`src/rtl/alu_nibble_seq_pkg.sv`:
```
// Shared definitions for the nibble-serial 74S181-style ALU.
// Holds the named function selects and the sequencer state encoding.
// Imported by the nibble slice and the top-level sequencer.
package alu_nibble_seq_pkg;

  // Common 74S181 function selects (S3..S0)
  localparam logic [3:0] ALU_ADD   = 4'b1001;  // m=0: A plus B plus cin
  localparam logic [3:0] ALU_SUB   = 4'b0110;  // m=0: A + ~B + cin (subtract with cin=1)
  localparam logic [3:0] ALU_NOT_A = 4'b0000;  // m=1: ~A
  localparam logic [3:0] ALU_XNOR  = 4'b1001;  // m=1: ~(A ^ B)

  // Sequencer states
  typedef enum logic {
    ST_IDLE = 1'b0,
    ST_RUN  = 1'b1
  } state_t;

endpackage

```
`src/rtl/alu_nibble_seq_alu_nibble.sv`:
```
// Combinational 4-bit 74S181-style slice with group propagate/generate.
// Latency: purely combinational, no state.
// No handshake; the sequencer feeds it one nibble per clock.
module alu_nibble
  import alu_nibble_seq_pkg::*;
(
  input  logic [3:0] a,
  input  logic [3:0] b,
  input  logic [3:0] s,
  input  logic       m,
  input  logic       c,
  output logic [3:0] f,
  output logic       c4,
  output logic       c3,
  output logic       p,
  output logic       g
);

  logic [3:0] t;
  logic [3:0] u;
  logic [3:0] h;
  logic [4:0] cc;

  // Per-bit propagate/generate terms, ripple carry and function output.
  // The carry chain runs in logic mode too; the sequencer masks its effects.
  always_comb begin
    t     = '0;
    u     = '0;
    h     = '0;
    f     = '0;
    cc    = '0;
    cc[0] = c;
    for (int i = 0; i < 4; i++) begin
      t[i]    = a[i] | (b[i] & s[0]) | (~b[i] & s[1]);
      u[i]    = (a[i] & ~b[i] & s[2]) | (a[i] & b[i] & s[3]);
      h[i]    = t[i] & ~u[i];
      cc[i+1] = u[i] | (t[i] & cc[i]);
      f[i]    = m ? ~h[i] : (h[i] ^ cc[i]);
    end
  end

  assign c4 = cc[4];
  assign c3 = cc[3];
  assign p  = &t;
  assign g  = u[3] | (t[3] & u[2]) | (t[3] & t[2] & u[1]) | (t[3] & t[2] & t[1] & u[0]);

endmodule

```
`src/rtl/alu_nibble_seq.sv`:
```
// Nibble-serial WIDTH-bit 74S181-style ALU, carry rippled through a register.
// Latency: done pulses N = WIDTH/4 edges after the accepting edge (N+1 cycles incl. start).
// No backpressure: start is only sampled while idle; start while busy is dropped.
module alu_nibble_seq
  import alu_nibble_seq_pkg::*;
#(
  parameter int WIDTH = 32
) (
  input  logic               clk,
  input  logic               reset_n,
  input  logic               start,
  input  logic [WIDTH-1:0]   a,
  input  logic [WIDTH-1:0]   b,
  input  logic [3:0]         s,
  input  logic               m,
  input  logic               cin,
  output logic               busy,
  output logic               done,
  output logic [WIDTH-1:0]   result,
  output logic               cout,
  output logic               ovf,
  output logic               zero,
  output logic [WIDTH/4-1:0] grp_p,
  output logic [WIDTH/4-1:0] grp_g
);

  localparam int N  = WIDTH / 4;
  localparam int CW = (N > 1) ? $clog2(N) : 1;

  state_t          state;
  state_t          state_nxt;

  // Working registers; the visible outputs are only committed on the last
  // nibble so they hold their previous values for the whole run.
  logic [WIDTH-1:0] a_sh;
  logic [WIDTH-1:0] b_sh;
  logic [WIDTH-1:0] res_sh;
  logic [N-1:0]     p_sh;
  logic [N-1:0]     g_sh;
  logic [3:0]       s_q;
  logic             m_q;
  logic             carry_q;
  logic [CW-1:0]    cnt;

  logic [3:0]       nib_f;
  logic             nib_c4;
  logic             nib_c3;
  logic             nib_p;
  logic             nib_g;

  logic             accept;
  logic             last;
  logic [WIDTH-1:0] res_next;
  logic [N-1:0]     p_next;
  logic [N-1:0]     g_next;

  alu_nibble u_nib (
    .a  (a_sh[3:0]),
    .b  (b_sh[3:0]),
    .s  (s_q),
    .m  (m_q),
    .c  (carry_q),
    .f  (nib_f),
    .c4 (nib_c4),
    .c3 (nib_c3),
    .p  (nib_p),
    .g  (nib_g)
  );

  assign accept   = (state == ST_IDLE) && start;
  assign last     = (state == ST_RUN) && (cnt == CW'(N - 1));
  assign busy     = (state == ST_RUN);
  assign res_next = {nib_f, res_sh[WIDTH-1:4]};

  // Group terms including the nibble being computed this cycle.
  always_comb begin
    p_next      = p_sh;
    g_next      = g_sh;
    p_next[cnt] = nib_p;
    g_next[cnt] = nib_g;
  end

  // State register.
  always_ff @(posedge clk or negedge reset_n) begin
    if (!reset_n) begin
      state <= ST_IDLE;
    end else begin
      state <= state_nxt;
    end
  end

  // Next-state: idle until start, then run exactly N nibbles.
  always_comb begin
    state_nxt = state;
    case (state)
      ST_IDLE: if (start) state_nxt = ST_RUN;
      ST_RUN:  if (last)  state_nxt = ST_IDLE;
      default:            state_nxt = ST_IDLE;
    endcase
  end

  // Operand latch, nibble shifting, carry ripple and result commit.
  always_ff @(posedge clk or negedge reset_n) begin
    if (!reset_n) begin
      a_sh    <= '0;
      b_sh    <= '0;
      res_sh  <= '0;
      p_sh    <= '0;
      g_sh    <= '0;
      s_q     <= '0;
      m_q     <= 1'b0;
      carry_q <= 1'b0;
      cnt     <= '0;
      done    <= 1'b0;
      result  <= '0;
      cout    <= 1'b0;
      ovf     <= 1'b0;
      zero    <= 1'b0;
      grp_p   <= '0;
      grp_g   <= '0;
    end else begin
      done <= 1'b0;
      if (accept) begin
        a_sh    <= a;
        b_sh    <= b;
        s_q     <= s;
        m_q     <= m;
        carry_q <= cin;
        cnt     <= '0;
        res_sh  <= '0;
        p_sh    <= '0;
        g_sh    <= '0;
      end else if (state == ST_RUN) begin
        a_sh    <= a_sh >> 4;
        b_sh    <= b_sh >> 4;
        res_sh  <= res_next;
        p_sh    <= p_next;
        g_sh    <= g_next;
        carry_q <= nib_c4;
        cnt     <= cnt + CW'(1);
        if (last) begin
          done   <= 1'b1;
          result <= res_next;
          grp_p  <= p_next;
          grp_g  <= g_next;
          zero   <= (res_next == '0);
          // Carry-derived flags only mean something in arithmetic mode.
          cout   <= ~m_q & nib_c4;
          ovf    <= ~m_q & (nib_c3 ^ nib_c4);
        end
      end
    end
  end

endmodule

```
`config.mk`:
```
export PLATFORM = sky130hd
export DESIGN_NAME = alu_nibble_seq
export DESIGN_NICKNAME = d
export VERILOG_FILES = /design/src/rtl/alu_nibble_seq_pkg.sv /design/src/rtl/alu_nibble_seq_alu_nibble.sv /design/src/rtl/alu_nibble_seq.sv
export SDC_FILE = /design/constraint.sdc
export NUM_CORES = 1
export LEC_CHECK = 0
export CAP_MARGIN = 20
export CORE_ASPECT_RATIO = 1.5
export CORE_UTILIZATION = 46
export DETAILED_ROUTE_END_ITERATION = 10
export DONT_BUFFER_PORTS = 1
export PLACE_DENSITY = 0.64
export SYNTH_ARGS = -nofsm -noshare
export SYNTH_HDL_FRONTEND = slang
export SYNTH_SLANG_ARGS = --single-unit
```
`constraint.sdc`:
```
create_clock -name clk -period 5 [get_ports clk]
set_input_delay 1.5 -clock clk [delete_from_list [all_inputs] [get_ports clk]]
set_output_delay 1.5 -clock clk [all_outputs]
set_load 0.01 [all_outputs]
```
**Word-level counts from Yosys, hierarchy flattened**

Index checks and enable logic that the tools add are counted.

- Input bits: 73
- Output and inout port bits: 53
- Register bits: 174

- Muxes and demuxes: 28
- Reductions and logical operators: 7
- Order comparisons: 2
- Equal/unequal tests: 1
- Bitwise logic cells: 78
- $add $sub $neg: 1

Operators with widths:

| operator | number |
|---|---|
| 32-bit 2-to-1 mux | 6 |
| 1-bit AND | 39 |
| 32-bit logical NOT | 1 |
| 8-bit 2-to-1 mux | 4 |
| 1-bit bitwise OR | 19 |
| 8-bit bitwise mux | 2 |
| 1-bit inverter | 15 |
| 1-bit 2-to-1 mux | 12 |
| 3-bit 2-to-1 mux | 2 |
| 1-bit bitwise XOR | 5 |
| 3-bit by 4-bit < comparator with 1-bit output, second input constant | 1 |
| 4-bit AND reduction | 1 |
| 3-bit by 1-bit adder with 3-bit output, second input constant | 1 |
| 1-bit demux with 3-bit select | 1 |
| 3-bit == test, second input constant | 1 |
| 3-bit by 1-bit >= comparator with 1-bit output, second input constant | 1 |
| 1-bit logical AND | 3 |
| 3-bit AND reduction | 1 |
| 1-bit case mux with 2 select lines | 1 |
| 2-bit nonzero test | 1 |

**Depth between registers and ports, before layout**

- Depth in word-level cells: 13
- Depth in mapped cells: 8
- Depth with buffers taken out: 7

**By module**

Synthesis repeated with hierarchy kept, for this count alone.

- Cell total of the unflattened synthesis: 686
- Area, all modules: 7744.9 um^2

Modules (own cells, without submodules):

| module | area each (um^2) | seq. area each (um^2) | cells an instance | instances |
|---|---|---|---|---|
| alu_nibble_seq | 7432.1 | 4254.1 | 639 | 1 |
| alu_nibble | 312.8 | 0.0 | 47 | 1 |

**Least setup slack after synthesis**

OpenSTA, ideal clock, no wires.

- Kind: input-to-reg
- From: input port start
- To: register a_sh[0]
- Library setup time: 133 ps
- Setup slack: 2371 ps
- Stages: 4
- Arrival: 2496 ps
- Cell sequence: clkbuf_1 -> buf_1 -> mux2i_1 -> o21ai_0

- Longest elaborated chain between the ends: 2
- Elaborated cells between the ends (all ways): 3
- Those cells by class: 1 x mux; 2 x reduce/logical

RTL lines:

| element | RTL line | text |
|---|---|---|
| start, declared | alu_nibble_seq.sv:11 | `input logic start,` |
| 1-bit logical AND (*) | alu_nibble_seq.sv:70 | `assign accept = (state == ST_IDLE) && start;` |
| 32-bit 2-to-1 mux / 2-bit nonzero test (equally long branches) | -- |  |
| end signal, assigned | alu_nibble_seq.sv:134 | `a_sh <= a_sh >> 4;` |
| end, declared | alu_nibble_seq.sv:35 | `logic [WIDTH-1:0] a_sh;` |

Mark *: on every way between the ends. The rest lies on a longest branch, timed or not.
A chain may end at the register's enable or synchronous reset.

**Worst setup path in the final report**

- From: register state (netlist: busy)
- To: output port busy

RTL lines:

| element | RTL line | text |
|---|---|---|
| start, declared | alu_nibble_seq.sv:30 | `state_t state;` |
| start signal, assigned | alu_nibble_seq.sv:88 | `state <= state_nxt;` |
| end, declared | alu_nibble_seq.sv:17 | `output logic busy,` |

No word-level cell between the ends.

==> results list <==
- Outcome: complete, no violations
- Final core utilization: 51.1%
- The first routing iteration left 272 violations.
* Clock transition at path regs: 0.06 ns
* Number of synthesized flops with an enable pin: 0
* Initial core utilization: 47.0%
- On the final layout, the worst clock skew is 0.0121 ns.
- M1 GR Usage: 24.5%
- Vias in the first global route: 5,242
- In this run the deepest clock path goes through 2 buffers.
* Static Leak: 3.90 nW
- Synth top area cells: sky130_fd_sc_hd__dfrtp_1 56%, sky130_fd_sc_hd__nand2_1 10%, sky130_fd_sc_hd__mux2i_1 9.0%
- Power spread over the standard cell area amounts to 642 nW/um^2.
* Critical path start-end classification: reg -> out
* Reg power frac: 49.1%
* Reg2reg end: result[30]$_DFFE_PN0P_
* Critical Path Start Type: flop
- Using the TritonRoute via totals, the vias-per-cell ratio works out to 5.49.
* Hold_sp: b_sh[4]$_DFFE_PN0P_
- After synthesis the cells add up to 7570 um^2.
- Count of standard-cell rows: 57
- Quantity of hold-fixing buffers added after cts: 0
* Sequential cell area fraction in the yosys report: 56.2%
* Clk sinks: 170
- Counting instances, the worst hold path has a depth of 2.
* Number of vias after detailed routing: 5,181
* Dpl hpwl: 10.4 mm
- Synthesis inferred 170 register bits.
- Part of the total power dissipated in the clock network: 23.1%
- The die covers 17,000 um^2.
- Global routing used 19.9% of the available tracks.
- The die is 107 um wide.
* # IOs: 126
- Post-CTS Repair Setup Buffers: 0
- Worst skew pair latency: 0.42 ns
- Based on the critical path, the design can be clocked at up to 340 MHz.
- Met2 GRT Util: 33.1%
- Warnings from Yosys: 0
- Max Fanout on Critical Path: 98
* Worst reg2reg startpoint: busy$_DFF_PN0_
* Critical path data required time: 3.50 ns
- The final max-slew violation count came to 0.
- met2 is the most crowded layer.
* Headroom to the max-slew limit: 39.7%
- The pre-antenna-repair detailed-routing pass consisted of 4 iterations.
- Nets in the synthesized netlist: 821
- Worst reg2reg path depth: 4
- Of the total power, the share spent switching nets is 38.9%.
- Nature of the critical path endpoint: primary output
* P_sw: 2.06 mW
* Layout-stage area growth over the synthesis result: 8.76%
* Ratio of cells with drive above 1 in the final layout: 7.88%
- The path with the worst hold slack has its endpoint at b_sh[0]$_DFFE_PN0P_.
- Die H: 159 um
- Total Routed Length: 16.1 mm
- TritonCTS built the clock tree.
* Post-Synthesis Cells: 746
- For this run, the leading register cell type out of synthesis is sky130_fd_sc_hd__dfrtp_1.
- Setup TNS: 0 ns
- Number of buffers inserted by port buffering: 0
- The number of gates resized after CTS was 0.
* Cell at the root of the clock tree: sky130_fd_sc_hd__clkbuf_16
* Number of buffers created by CTS: 17
- Across the VDD grid, the largest voltage drop is 0.263 mV.
- Actual slew at the worst max-slew pin: 0.904 ns
* Data arrival time of the critical path: 1.44 ns
- In the final routed layout, each cell accounts on average for 17.0 um.
* Post-synth top area cell: sky130_fd_sc_hd__dfrtp_1
* Hold Vio Cnt, Final: 0
* Hold Crit Class: reg -> reg
- Cell internal power was estimated by the tool at 3.23 mW.
* Count of maximum capacitance violations: 0
- Number of unique standard cell types used by synthesis: 48
- Post-route ant nets: 0
- For this run, design rule violations remaining after detail routing come to 0.
* Crit path time final: 2.94 ns
- In this run the number of H-tree levels came out at 4.
* First-pass GRT wire length: 26.5 mm
- RD Place Congestion: 0.779
* Setup repair after global routing missed its margin: false
- Antenna violations before repair: 1
* Total setup violations reported at the end of the flow: 0
- Share of flip-flops with an asynchronous set or reset: 100%
- Number of nets in the finished design: 798
- Area share of the largest cell type after synthesis: 56.2%
- Pin count of the biggest net entering global routing: 171
- Combinational cells account for 27.9% of the total power.
- Average cell area after synthesis: 10.1 um^2
- Setup slack of the worst register-to-register path: 2.25 ns
- Aggregate global routing overflow: 0
- For met3 alone, demand over resource in global routing was 5.24%.
- Final period util: 58.8%
- The floorplan step defined a core boundary enclosing 16,100 um^2.
-- layout make-up --
| cell class | count | area [um^2] |
|---|---|---|
| fill | 1549 | 7890 |
| tap | 206 | 258 |
| multi-input combinational | 528 | 3130 |
| clock inverter | 13 | 106 |
| antenna | 1 | 2.50 |
| sequential | 170 | 4260 |
| clock buffer | 19 | 433 |
| timing repair buffer | 4 | 33.8 |
| inverter | 2 | 7.51 |
-- Yosys cell counts, types with 5 or more instances --
library cell and number:
sky130_fd_sc_hd__a32o_1 8, sky130_fd_sc_hd__mux2_2 9, sky130_fd_sc_hd__nand2b_1 24, sky130_fd_sc_hd__nand2_1 202
sky130_fd_sc_hd__nor2b_1 7, sky130_fd_sc_hd__clkbuf_1 33, sky130_fd_sc_hd__a31oi_1 7, sky130_fd_sc_hd__mux2i_1 68
sky130_fd_sc_hd__a22o_1 5, sky130_fd_sc_hd__nor2_1 26, sky130_fd_sc_hd__nor4_1 7, sky130_fd_sc_hd__dfrtp_1 170
sky130_fd_sc_hd__a21o_1 12, sky130_fd_sc_hd__o21ai_0 89, sky130_fd_sc_hd__a221o_1 8, sky130_fd_sc_hd__and3_1 9
sky130_fd_sc_hd__buf_1 12
-- kinds of logic after synthesis --
group | after synthesis | synth area share, %
simple gates | 299 | 17.7
buf+inv | 48 | 2.40
flops | 170 | 56.2
mux | 79 | 10.7
compound gates | 144 | 12.2
fa+ha+maj | 2 | 0.331
xor+xnor | 4 | 0.463
-- through the flow --
stage               power (mW)  cell area (um^2)  std cells  hold WS (ns)  setup slack (ns)
floorplan                 3.70              7570        746         0.448              2.37
global placement          4.04              7680        909         0.460              2.27
detailed placement        4.12              7680        909         0.469              2.21
CTS                       5.36              8220        941         0.485              2.04
global route              5.70              8230        943         0.509              1.96
finish                    5.29              8230        943         0.483              2.06
-- worst reg2reg max path: cells and delay by family, from the launching register on --
kind                   cells  cell delay [ns]
buffers and inverters      2             1.08
flip-flops                 1             1.02
multiplexers               1             0.38
AND/OR/NAND/NOR            1             0.15
-- routing by layer --
metal / part of all wire (%) / routed length (um) / vias up
met5: 0 / 0 / -
met4: 2.4 / 379 / 0
met3: 5.3 / 854 / 21
met2: 51 / 8200 / 122
met1: 41 / 6640 / 2526
li1: - / - / 2512
-- flip-flops by register name, indices dropped and copies added (netlist names), 3 cells and up --
signal and flops:
a_sh 32, b_sh 32, cnt 3, g_sh 8, grp_g 8, grp_p 8
p_sh 8, res_sh 28, result 32, s_q 4
-- placed cells by master, fill, tap and decap left out, types with 2 or more instances in the layout --
cell type	n
sky130_fd_sc_hd__buf_4	3
sky130_fd_sc_hd__nor3b_1	4
sky130_fd_sc_hd__a21o_1	12
sky130_fd_sc_hd__a211oi_1	2
sky130_fd_sc_hd__or3_1	3
sky130_fd_sc_hd__nand2_1	202
sky130_fd_sc_hd__clkbuf_16	17
sky130_fd_sc_hd__a22o_1	5
sky130_fd_sc_hd__xor2_1	2
sky130_fd_sc_hd__o21ai_0	89
sky130_fd_sc_hd__nor3_1	2
sky130_fd_sc_hd__a21oi_2	2
sky130_fd_sc_hd__mux2i_1	68
sky130_fd_sc_hd__inv_8	2
sky130_fd_sc_hd__nor4_1	7
sky130_fd_sc_hd__clkbuf_1	2
sky130_fd_sc_hd__nand3b_1	2
sky130_fd_sc_hd__and2_1	2
sky130_fd_sc_hd__and3b_1	2
sky130_fd_sc_hd__and3_1	9
sky130_fd_sc_hd__inv_6	6
sky130_fd_sc_hd__mux2_4	2
sky130_fd_sc_hd__a21oi_1	3
sky130_fd_sc_hd__inv_1	2
sky130_fd_sc_hd__xnor2_1	2
sky130_fd_sc_hd__dfrtp_1	169
sky130_fd_sc_hd__nor2b_1	7
sky130_fd_sc_hd__a31oi_1	7
sky130_fd_sc_hd__nand4_1	2
sky130_fd_sc_hd__a32o_1	8
sky130_fd_sc_hd__a221o_1	8
sky130_fd_sc_hd__nor2_1	26
sky130_fd_sc_hd__ha_1	2
sky130_fd_sc_hd__mux2_2	9
sky130_fd_sc_hd__clkinv_2	3
sky130_fd_sc_hd__nand2b_1	24
-- power groups by stage --
stage	Clock (mW)	Sequential [mW]	Combinational (mW)
finish	1.22	2.60	1.47
floorplan	0	2.35	1.35
CTS	1.26	2.61	1.50
global placement	0	2.60	1.43
detailed placement	0	2.63	1.49
global route	1.31	2.69	1.70
-- worst max-delay path by stage --
stage                     slack (ns)  cells after the start                  end            from
after floorplan                 2.37                      4  a_sh[0]$_DFFE_PN0P_           start
after global placement          2.27                      4  p_sh[6]$_DFFE_PN0P_           start
after detailed placement        2.21                      4  p_sh[5]$_DFFE_PN0P_           start
after CTS                       2.04                      0                 busy  busy$_DFF_PN0_
after global routing            1.96                      0                 busy  busy$_DFF_PN0_
final                           2.06                      0                 busy  busy$_DFF_PN0_
(Power assumes the default switching activity.)
==> RTL change (config.mk and constraints unchanged) <==
Register the output `result` once more, cleared by the reset; this adds one clock of latency there. The other outputs are not delayed to match.
--- a/src/rtl/alu_nibble_seq.sv
+++ b/src/rtl/alu_nibble_seq.sv
@@ -26,6 +26,8 @@
 
   localparam int N  = WIDTH / 4;
   localparam int CW = (N > 1) ? $clog2(N) : 1;
+
+  logic [WIDTH-1:0] result_s0;
 
   state_t          state;
   state_t          state_nxt;
@@ -112,7 +114,7 @@
       carry_q <= 1'b0;
       cnt     <= '0;
       done    <= 1'b0;
-      result  <= '0;
+      result_s0 <= '0;
       cout    <= 1'b0;
       ovf     <= 1'b0;
       zero    <= 1'b0;
@@ -140,7 +142,7 @@
         cnt     <= cnt + CW'(1);
         if (last) begin
           done   <= 1'b1;
-          result <= res_next;
+          result_s0 <= res_next;
           grp_p  <= p_next;
           grp_g  <= g_next;
           zero   <= (res_next == '0);
@@ -152,5 +154,13 @@
     end
   end
 
+  always_ff @(posedge clk or negedge reset_n) begin
+    if (!reset_n) begin
+      result <= '0;
+    end else begin
+      result <= result_s0;
+    end
+  end
+
 endmodule
 
Check against the original RTL: not equivalent (a bounded check fails within 10 cycles, from zero or initial values and one cycle with reset_n low).
==> RTL change against the original RTL <==
The flow now finishes with violations (design-rule violations); power up 14%; synthesized area rose by 11%; clock power up 25%; core utilization up 0.24 points; routed wire length grew 5.6%; worst setup slack worse by 0.094 ns; sequential cell count rose by 32; clock skew decreased by 0.0040 ns; die area rose by 11%; cell area is 11% higher; critical path type unchanged; largest power group unchanged.
==> RTL change: results (changes against the original RTL) <==
Via-to-Cell Ratio 5.47 (-0.53%); largest net degree at the start of global routing 203 (+19%); Peak VDD IR 0.349 mV (+33%); worst-skew pair later-pin latency 0.49 ns (+0.07 ns); r2r setup slk 2.22 ns (-0.03 ns); max_slew headroom 36.6% (-3.2 points); wire length per cell 17.1 µm (+0.49%); dpl ws 2.09 ns (-0.114 ns); Placed Area 8490 µm² (+11%); nets@finish 836 (+4.8%); global-route wire length before repair 28,400 µm (+7.0%); LEAKAGE 4.37 nW (+12%); synthesized instance count 782 (+4.8%); final wirelength 17,000 µm (+5.6%); r2r endpoint g_sh[5]$_DFFE_PN0P_; status complete, but fails checks; Num CTS Buffers 21 (+4); initial antenna violation count 0 (-1); Inserted Diodes 0 (-1); Clock Path Buffers 3 (+1); Hold Slack 0.372 ns (-0.111 ns); failing checks design-rule violations; share of layout cells above drive strength 1 8.01% (+0.13 points); Netlist cell types 51 (+6.3%); post-DP HPWL 10,900 µm (+4.5%); CTS HTree Levels 1 (-3); drt drc 9 (+9); Final Cycle Share 60.6% (+1.9 points); clock skew 0.00802 ns (-0.00403 ns); vias in the first global route 5,567 (+6.2%); syn_nets 857 (+4.4%)
## RTL change: cell types whose count changed after synthesis, moves of 3 or more
cell | before | now
nor2b_1 | 7 | 4
nand2_1 | 202 | 205
buf_2 | 1 | 11
o21ai_0 | 89 | 85
buf_1 | 12 | 6
dfrtp_1 | 170 | 202
o21ai_1 | 1 | 7
## RTL change: where the power goes
group / internal, mW / switching [mW] / total, mW
Combinational: 0.636 / 0.850 / 1.49
Clock: 0.908 / 0.608 / 1.52
Sequential: 2.31 / 0.696 / 3.01
Total: 3.86 / 2.15 / 6.01
## RTL change: per-layer routing
metal | GRT usage [%] | wire [µm] | share of wire, % | vias to the layer above
met5 | 0 | 0 | 0 | -
met4 | 6.49 | 365 | 2.2 | 0
met3 | 5.21 | 1190 | 7.0 | 27
met2 | 31.6 | 8370 | 49 | 131
met1 | 22.7 | 7050 | 42 | 2639
li1 | - | - | - | 2619
## RTL change: logic make-up (layout without fill, tap and decap cells)
kind of cell             after synthesis  count (layout)  synth area share [%]
AND/OR/NAND/NOR                      298             298                  15.8
flip-flops                           202             202                  60.3
AO/OA/AOI/OAI                        146             146                  11.1
multiplexers                          78              78                  9.56
buffers and inverters                 51              43                  2.45
XOR/XNOR                               5               5                 0.522
adder cells (fa/ha/maj)                2               2                 0.298
## RTL change: layout make-up
| type | count | area, µm² | area share (%) |
|---|---|---|---|
| clock buffer | 27 | 568 | 6.19 |
| clock inverter | 9 | 105 | 1.15 |
| inverter | 3 | 11.3 | 0.123 |
| multi-input combinational | 529 | 3130 | 34.1 |
| sequential | 202 | 5060 | 55.2 |
| tap | 217 | 272 | 2.96 |
| timing repair buffer | 4 | 30.0 | 0.327 |
## RTL change: worst min-delay path by stage
| stage | start | endpoint | cells past startpoint |
|---|---|---|---|
| floorplan | result_s0[30]$_DFFE_PN0P_ | result[30]$_DFF_PN0_ | 0 |
| global placement | result_s0[18]$_DFFE_PN0P_ | result[18]$_DFF_PN0_ | 0 |
| detailed placement | result_s0[20]$_DFFE_PN0P_ | result[20]$_DFF_PN0_ | 0 |
| CTS | result_s0[20]$_DFFE_PN0P_ | result[20]$_DFF_PN0_ | 0 |
| global route | result_s0[5]$_DFFE_PN0P_ | result[5]$_DFF_PN0_ | 0 |
| finish | result_s0[12]$_DFFE_PN0P_ | result[12]$_DFF_PN0_ | 0 |
